<file path="src/rtl/ddr_pkg.sv">
// Shared definitions for the DDR command responder.
// Holds the command encodings used by the controller, the initialisation
// state enumeration, error codes and default timing values.
package ddr_pkg;

   // {RAS, CAS, WE}
   typedef enum logic [2:0] {
      CMD_LMR = 3'b000,
      CMD_REF = 3'b001,
      CMD_PRE = 3'b010,
      CMD_ACT = 3'b011,
      CMD_WR  = 3'b100,
      CMD_RD  = 3'b101,
      CMD_BST = 3'b110,
      CMD_NOP = 3'b111
   } cmd_e;

   typedef enum logic [2:0] {
      S_POWERUP = 3'd0,
      S_PRE1    = 3'd1,
      S_EMR     = 3'd2,
      S_MR      = 3'd3,
      S_PRE2    = 3'd4,
      S_REF     = 3'd5,
      S_READY   = 3'd6
   } init_state_e;

   localparam logic [2:0] ERR_NONE     = 3'd0;
   localparam logic [2:0] ERR_SEQ      = 3'd1;
   localparam logic [2:0] ERR_TIMING   = 3'd2;
   localparam logic [2:0] ERR_PRE_A10  = 3'd3;
   localparam logic [2:0] ERR_ACT_OPEN = 3'd4;
   localparam logic [2:0] ERR_RW       = 3'd5;
   localparam logic [2:0] ERR_BANK_OPN = 3'd6;
   localparam logic [2:0] ERR_CKE      = 3'd7;

   localparam int DEF_T_RP        = 3;
   localparam int DEF_T_MRD       = 2;
   localparam int DEF_T_RFC       = 11;
   localparam int DEF_T_RCD       = 2;
   localparam int DEF_MIN_REFRESH = 2;

endpackage

</file>
<file path="src/rtl/ddr_cmd_timer.sv">
// Loadable down-counter that saturates at zero.
// Ports: clk133/rst_n clock and async active-low reset; load/load_val
// reload the count (load wins over decrement); check qualifies the
// violation output, viol = check while the count is non-zero.
module ddr_cmd_timer #(
   parameter int W = 4
) (
   input  logic         clk133,
   input  logic         rst_n,
   input  logic         load,
   input  logic [W-1:0] load_val,
   input  logic         check,
   output logic         viol
);

   logic [W-1:0] cnt_q, cnt_d;

   always_comb begin
      cnt_d = cnt_q;
      if (load)
         cnt_d = load_val;
      else if (cnt_q != '0)
         cnt_d = cnt_q - 1'b1;
   end

   always_ff @(posedge clk133 or negedge rst_n) begin
      if (!rst_n) cnt_q <= '0;
      else        cnt_q <= cnt_d;
   end

   assign viol = check && (cnt_q != '0);

endmodule

</file>
<file path="src/rtl/ddr_cmd_responder.sv">
// Device-side DDR command responder / protocol checker.
// Decodes the controller's command bus each rising edge of clk133, tracks
// the power-up initialisation sequence, per-bank open state and command
// spacing, and flags the first protocol error.
// Ports: clk133, rst_n (async active-low); sd_* command bus inputs;
// mr_q/emr_q mode register copies; init_done; bank_open (one bit per bank);
// refresh_count (post-init REFs); err/err_code sticky first error.
//
// state     | meaning
// S_POWERUP | waiting for CKE high
// S_PRE1    | expecting PRECHARGE ALL
// S_EMR     | expecting LMR to extended mode register
// S_MR      | expecting LMR to mode register
// S_PRE2    | expecting second PRECHARGE ALL
// S_REF     | counting AUTO REFRESH, then final LMR
// S_READY   | initialised, bank rules enforced
module ddr_cmd_responder
   import ddr_pkg::*;
#(
   parameter int T_RP        = DEF_T_RP,
   parameter int T_MRD       = DEF_T_MRD,
   parameter int T_RFC       = DEF_T_RFC,
   parameter int T_RCD       = DEF_T_RCD,
   parameter int MIN_REFRESH = DEF_MIN_REFRESH
) (
   input  logic        clk133,
   input  logic        rst_n,
   input  logic        sd_CKE,
   input  logic        sd_CS,
   input  logic        sd_RAS,
   input  logic        sd_CAS,
   input  logic        sd_WE,
   input  logic [1:0]  sd_BA,
   input  logic [12:0] sd_A,
   output logic [12:0] mr_q,
   output logic [12:0] emr_q,
   output logic        init_done,
   output logic [3:0]  bank_open,
   output logic [15:0] refresh_count,
   output logic        err,
   output logic [2:0]  err_code
);

   init_state_e state_q, state_d;
   logic [12:0] mr_d, emr_d;
   logic [3:0]  bank_open_q, bank_open_d;
   logic [15:0] refresh_q, refresh_d;
   logic [3:0]  ref_init_q, ref_init_d;
   logic        err_q, err_d;
   logic [2:0]  err_code_q, err_code_d;
   logic        cke_q;

   cmd_e        cmd;
   logic        is_active, is_rw, any_open;
   logic [2:0]  code;
   logic        tmr_load, rcd_load;
   logic [3:0]  tmr_val;
   logic        tmr_viol, rcd_viol;

   ddr_cmd_timer #(.W(4)) u_gen_timer (
      .clk133   (clk133),
      .rst_n    (rst_n),
      .load     (tmr_load),
      .load_val (tmr_val),
      .check    (is_active),
      .viol     (tmr_viol)
   );

   ddr_cmd_timer #(.W(4)) u_rcd_timer (
      .clk133   (clk133),
      .rst_n    (rst_n),
      .load     (rcd_load),
      .load_val (4'(T_RCD - 1)),
      .check    (is_rw),
      .viol     (rcd_viol)
   );

   always_comb begin
      cmd = CMD_NOP;
      if (sd_CKE && !sd_CS)
         cmd = cmd_e'({sd_RAS, sd_CAS, sd_WE});
      is_active = (cmd != CMD_NOP);
      is_rw     = (cmd == CMD_RD) || (cmd == CMD_WR);
      any_open  = |bank_open_q;

      state_d     = state_q;
      mr_d        = mr_q;
      emr_d       = emr_q;
      bank_open_d = bank_open_q;
      refresh_d   = refresh_q;
      ref_init_d  = ref_init_q;
      err_d       = err_q;
      err_code_d  = err_code_q;
      code        = ERR_NONE;
      rcd_load    = 1'b0;

      case (state_q)
         S_POWERUP: begin
            if (sd_CKE) state_d = S_PRE1;
            if (is_active) code = ERR_SEQ;
         end
         S_PRE1, S_PRE2: begin
            if (cmd == CMD_PRE) begin
               if (sd_A[10]) begin
                  state_d    = (state_q == S_PRE1) ? S_EMR : S_REF;
                  ref_init_d = '0;
               end else begin
                  code = ERR_PRE_A10;
               end
            end else if (is_active) begin
               code = ERR_SEQ;
            end
         end
         S_EMR: begin
            if (cmd == CMD_LMR && sd_BA == 2'b01) begin
               emr_d   = sd_A;
               state_d = S_MR;
            end else if (is_active) begin
               code = ERR_SEQ;
            end
         end
         S_MR: begin
            if (cmd == CMD_LMR && sd_BA == 2'b00) begin
               mr_d    = sd_A;
               state_d = S_PRE2;
            end else if (is_active) begin
               code = ERR_SEQ;
            end
         end
         S_REF: begin
            if (cmd == CMD_REF) begin
               if (ref_init_q != 4'hF) ref_init_d = ref_init_q + 1'b1;
            end else if (cmd == CMD_LMR && sd_BA == 2'b00 &&
                         ref_init_q >= 4'(MIN_REFRESH)) begin
               mr_d    = sd_A;
               state_d = S_READY;
            end else if (is_active) begin
               code = ERR_SEQ;
            end
         end
         S_READY: begin
            case (cmd)
               CMD_ACT: begin
                  if (bank_open_q[sd_BA]) begin
                     code = ERR_ACT_OPEN;
                  end else begin
                     bank_open_d[sd_BA] = 1'b1;
                     rcd_load           = 1'b1;
                  end
               end
               CMD_RD, CMD_WR: begin
                  if (!bank_open_q[sd_BA] || rcd_viol) code = ERR_RW;
               end
               CMD_PRE: begin
                  if (sd_A[10]) bank_open_d = '0;
                  else          bank_open_d[sd_BA] = 1'b0;
               end
               CMD_REF: begin
                  if (any_open) code = ERR_BANK_OPN;
                  else          refresh_d = refresh_q + 1'b1;
               end
               CMD_LMR: begin
                  if (any_open)            code  = ERR_BANK_OPN;
                  else if (sd_BA == 2'b00) mr_d  = sd_A;
                  else if (sd_BA == 2'b01) emr_d = sd_A;
               end
               default: ;
            endcase
            // Entering power-down with a row still active loses the row.
            if (cke_q && !sd_CKE && any_open) code = ERR_CKE;
         end
         default: state_d = S_POWERUP;
      endcase

      // Losing CKE part-way through init restarts the sequence.
      if (!sd_CKE && state_q != S_READY) state_d = S_POWERUP;

      tmr_load = 1'b1;
      tmr_val  = '0;
      case (cmd)
         CMD_PRE: tmr_val  = 4'(T_RP - 1);
         CMD_LMR: tmr_val  = 4'(T_MRD - 1);
         CMD_REF: tmr_val  = 4'(T_RFC - 1);
         default: tmr_load = 1'b0;
      endcase

      // Timing wins the report; the command has already been applied above.
      if (tmr_viol) code = ERR_TIMING;

      if (!err_q && code != ERR_NONE) begin
         err_d      = 1'b1;
         err_code_d = code;
      end
   end

   always_ff @(posedge clk133 or negedge rst_n) begin
      if (!rst_n) begin
         state_q     <= S_POWERUP;
         mr_q        <= '0;
         emr_q       <= '0;
         bank_open_q <= '0;
         refresh_q   <= '0;
         ref_init_q  <= '0;
         err_q       <= 1'b0;
         err_code_q  <= ERR_NONE;
         cke_q       <= 1'b0;
      end else begin
         state_q     <= state_d;
         mr_q        <= mr_d;
         emr_q       <= emr_d;
         bank_open_q <= bank_open_d;
         refresh_q   <= refresh_d;
         ref_init_q  <= ref_init_d;
         err_q       <= err_d;
         err_code_q  <= err_code_d;
         cke_q       <= sd_CKE;
      end
   end

   assign init_done     = (state_q == S_READY);
   assign bank_open     = bank_open_q;
   assign refresh_count = refresh_q;
   assign err           = err_q;
   assign err_code      = err_code_q;

endmodule

</file>
<file path="config.mk">
export PLATFORM = sky130hd
export DESIGN_NAME = ddr_cmd_responder
export DESIGN_NICKNAME = d
export VERILOG_FILES = /design/src/rtl/ddr_pkg.sv /design/src/rtl/ddr_cmd_timer.sv /design/src/rtl/ddr_cmd_responder.sv
export SDC_FILE = /design/constraint.sdc
export NUM_CORES = 1
export LEC_CHECK = 0
export ABC_AREA = 0
export BUFFER_PORTS_ARGS = -buffer_cell sky130_fd_sc_hd__buf_2
export CORE_ASPECT_RATIO = 0.8
export CORE_MARGIN = 4
export CORE_UTILIZATION = 49
export CTS_CLUSTER_DIAMETER = 200
export CTS_CLUSTER_SIZE = 16
export DETAILED_ROUTE_END_ITERATION = 6
export PLACE_DENSITY = 0.78
export SYNTH_ARGS = -nofsm -noshare
export SYNTH_HDL_FRONTEND = slang
export SYNTH_HIERARCHICAL = 1
export SYNTH_SLANG_ARGS = --single-unit
export TNS_END_PERCENT = 100
</file>
<file path="constraint.sdc">
create_clock -name clk133 -period 2.2 [get_ports clk133]
set_input_delay 0.44 -clock clk133 [delete_from_list [all_inputs] [get_ports clk133]]
set_output_delay 0.44 -clock clk133 [all_outputs]
set_load 0.02 [all_outputs]
</file>
==> impl_results.md <==
* Number of synthesized flops with an enable pin at 0
* Initial DRC Count at between 200 and 250
* Met3 Resource Use GR at 7.14%
* Failing checks: negative setup slack
* Crit path capture type: flip-flop
* Final GP Congestion at around 0.81
* Core area at 6540 µm²
* I/O pin total at 73
* Initial core utilization at between 50% and 60%
* Row count at 26
* DRT Wirelength at approximately 8000 µm
* CP Max Fanout at 7
* Area fraction of the dominant cell type after synthesis at around half
* Cell Area, Placed at between 4000 and 5000 µm²
* Synthesized cell area at 3370 µm²
* Vias at approximately 2700
* Unique masters post-synth at 57
* Leakage at about 2.2 nW
* RSZ-0062 raised after global routing: true
* Slew Limit Fails at 0
* Clk buf depth at 2
* Clk sinks at between 60 and 70
* Die height at between 80 and 90 µm
* Worst VDD drop at roughly 0.5 mV
* N_diodes at 0
* Via density at between 5 and 6
* Final Cell Area at between 4000 and 5000 µm²
* Seq/Total Area, Yosys at about 49%
* Synth warn at 6
* IO Port Bufs at 72
* CTS H-tree depth at 3
* CTS buffer count at 9
* Post-CTS Hold Fix Bufs at 0
* Initial antenna violation count at 0
* Outcome: finished, violations left
* # setup viols final at 13
* Setup Skew at ~0.0074 ns
* Critical Path Source Type: flip-flop
* Most used flip-flop cell after synthesis: dfrtp_1
* All-Layer GR Usage at approximately a fifth
* Layout Area Growth over Synthesis at 31.5%
* Clk slew on worst S/H paths at roughly 0.070 ns
* Endpoints failing hold at 0
* Final worst slack at -0.0773 ns
* Nets@finish at 445
* Wire length per cell at around 16 µm
* First-pass GRT wire length at ~12000 µm
* CTS root buf: clkbuf_8
* CP Data Arrival Time at between 2 and 3 ns
* GRT met2 Usage at around a third
* Top cells by area, synth: dfrtp_1, mux2_2, xnor2_1
* Fillers at 490
* Setup TNS Final at -0.838 ns
* Max Cap Violations at 0
* Tmin final at around 2.3 ns
* Final Power at roughly 3.8 mW
* GR Util met1 at between 20% and 30%
* Path depth of the worst reg2reg path at 6
* Final ANT Viol Nets at 0
* Post-route clock period utilization at 104%
* Vias in the first global route at 2618
* Power density cells at 846 nW/µm²
* TritonRoute pass-1 iters at 5
* Worst-skew pair later-pin latency at about 0.35 ns
* Most frequent cells in the layout: buf_2, dfrtp_1, buf_4
* Gr ovfl total at 0
* Commonest non-fill, non-tap cell in the layout: buf_2
* Residual DRC count at 0
* Post-Synthesis Cells at roughly 310
* DPL Wire Length at 5610 µm
* Min-delay worst type: in -> async
* Synth async-reset ratio at 100%
* Largest net degree at the start of global routing at a little over 50
* Post-Syn Area per Cell at ~11 µm²
* CP Class: reg -> reg
* Share of cells above drive strength 1 at between 40% and 50%
* CTS tree: done
* Number of synthesized register bits at 66
* Die Span X at roughly 100 µm
* Required time of the critical path at between 2 and 2.5 ns
* Area leader, netlist: dfrtp_1
* Area of the multi-input gates at around 1700 µm²
* Gr busiest metal: met2
* Die ar. at approximately 8300 µm²
* Storage element area at 1650 µm²
* Max Freq at 0.439 GHz
cells by family after synthesis:
kind of cell,share of synthesized area (%)
simple gates,17.3
flops,48.9
compound gates,10.9
mux,11.9
buf+inv,3.45
xor+xnor,5.45
fa+ha+maj,1.85
other cells,0.223
cells in the mapped netlist, drive strengths merged, types with 3 or more instances:
cell type,n
dfrtp,66
mux2,30
nand2,24
inv,16
xnor2,15
nor2,13
o21ai,12
nor3,11
nand3,10
a21oi,8
a31oi,8
clkbuf,8
nand4,6
xor2,6
buf,5
ha,5
nor3b,5
nor4,5
mux2i,4
nor2b,4
a211oi,3
a21o,3
and3,3
state kept, by name, summed over array words and instances (netlist names):
signal,flops
emr_q,13
bank_open,4
cke_q,1
u_gen_timer/cnt_q,4
u_rcd_timer/cnt_q,4
mr_q,13
ref_init_q,4
err_code,3
state_q,3
err,1
refresh_count,16
metal layers:
| layer | share of wire [%] | wire, µm |
|---|---|---|
| met5 | 0 | 0 |
| met4 | 0.78 | 62 |
| met3 | 7.6 | 604 |
| met2 | 48 | 3820 |
| met1 | 43 | 3420 |
what timing repair did:
item / 4_1_cts / 5_1_grt
pin swaps: 0 / 10
endpoints found under the setup margin: 2 / 17
setup buffers: 0 / 6
resized for setup: 1 / 24
per-stage QoR:
stage / util [%] / hold WS (ns) / setup WS, ns / instances
6_report: 67.9 / 0.0240 / -0.0773 / 507
5_1_grt: 67.9 / 0.0321 / -0.151 / 507
4_1_cts: 65.7 / 0.0218 / 0.00817 / 501
3_5_place_dp: 61.9 / 0.402 / -0.148 / 485
3_3_place_gp: 61.9 / 0.405 / -0.0764 / 485
2_1_floorplan: - / 0.144 / -0.0368 / 310
report_power, final:
part	leakage, nW	switching (mW)	internal (mW)
Combinational	1.24	0.501	0.526
Sequential	0.877	0.142	1.34
Clock	0.117	0.485	0.756
layout make-up:
| type | instances | area share (%) |
|---|---|---|
| clock buffers | 10 | 2.88 |
| clock inverters | 6 | 2.59 |
| inverters | 16 | 1.35 |
| multi-input cells | 215 | 38.4 |
| flip-flops and latches | 66 | 37.3 |
| well taps | 84 | 2.37 |
| repair buffers | 110 | 15.1 |
critical path: stages (launching register included):
cell and delay [ns]:
dfrtp_2 0.43, or4_4 0.59, o21ai_2 0.19, a21oi_2 0.09, nor4_4 0.36, buf_6 0.21
mux2_4 0.31
worst paths after layout:
path / from / endpoint / slack [ns]
worst max-delay path: bank_open[1] / mr_q[10] / -0.08
worst min-delay path: rst_n / u_gen_timer/cnt_q[3] / 0.02
worst max register to register: bank_open[1] / mr_q[10] / -0.08
worst min register to register: refresh_count[15] / refresh_count[15] / 0.47
max in group asynchronous: rst_n / bank_open[1] / 1.56
min in group clk133: sd_A[8] / emr_q[8] / 0.33
No activity file was read; power rests on OpenSTA's default activity.
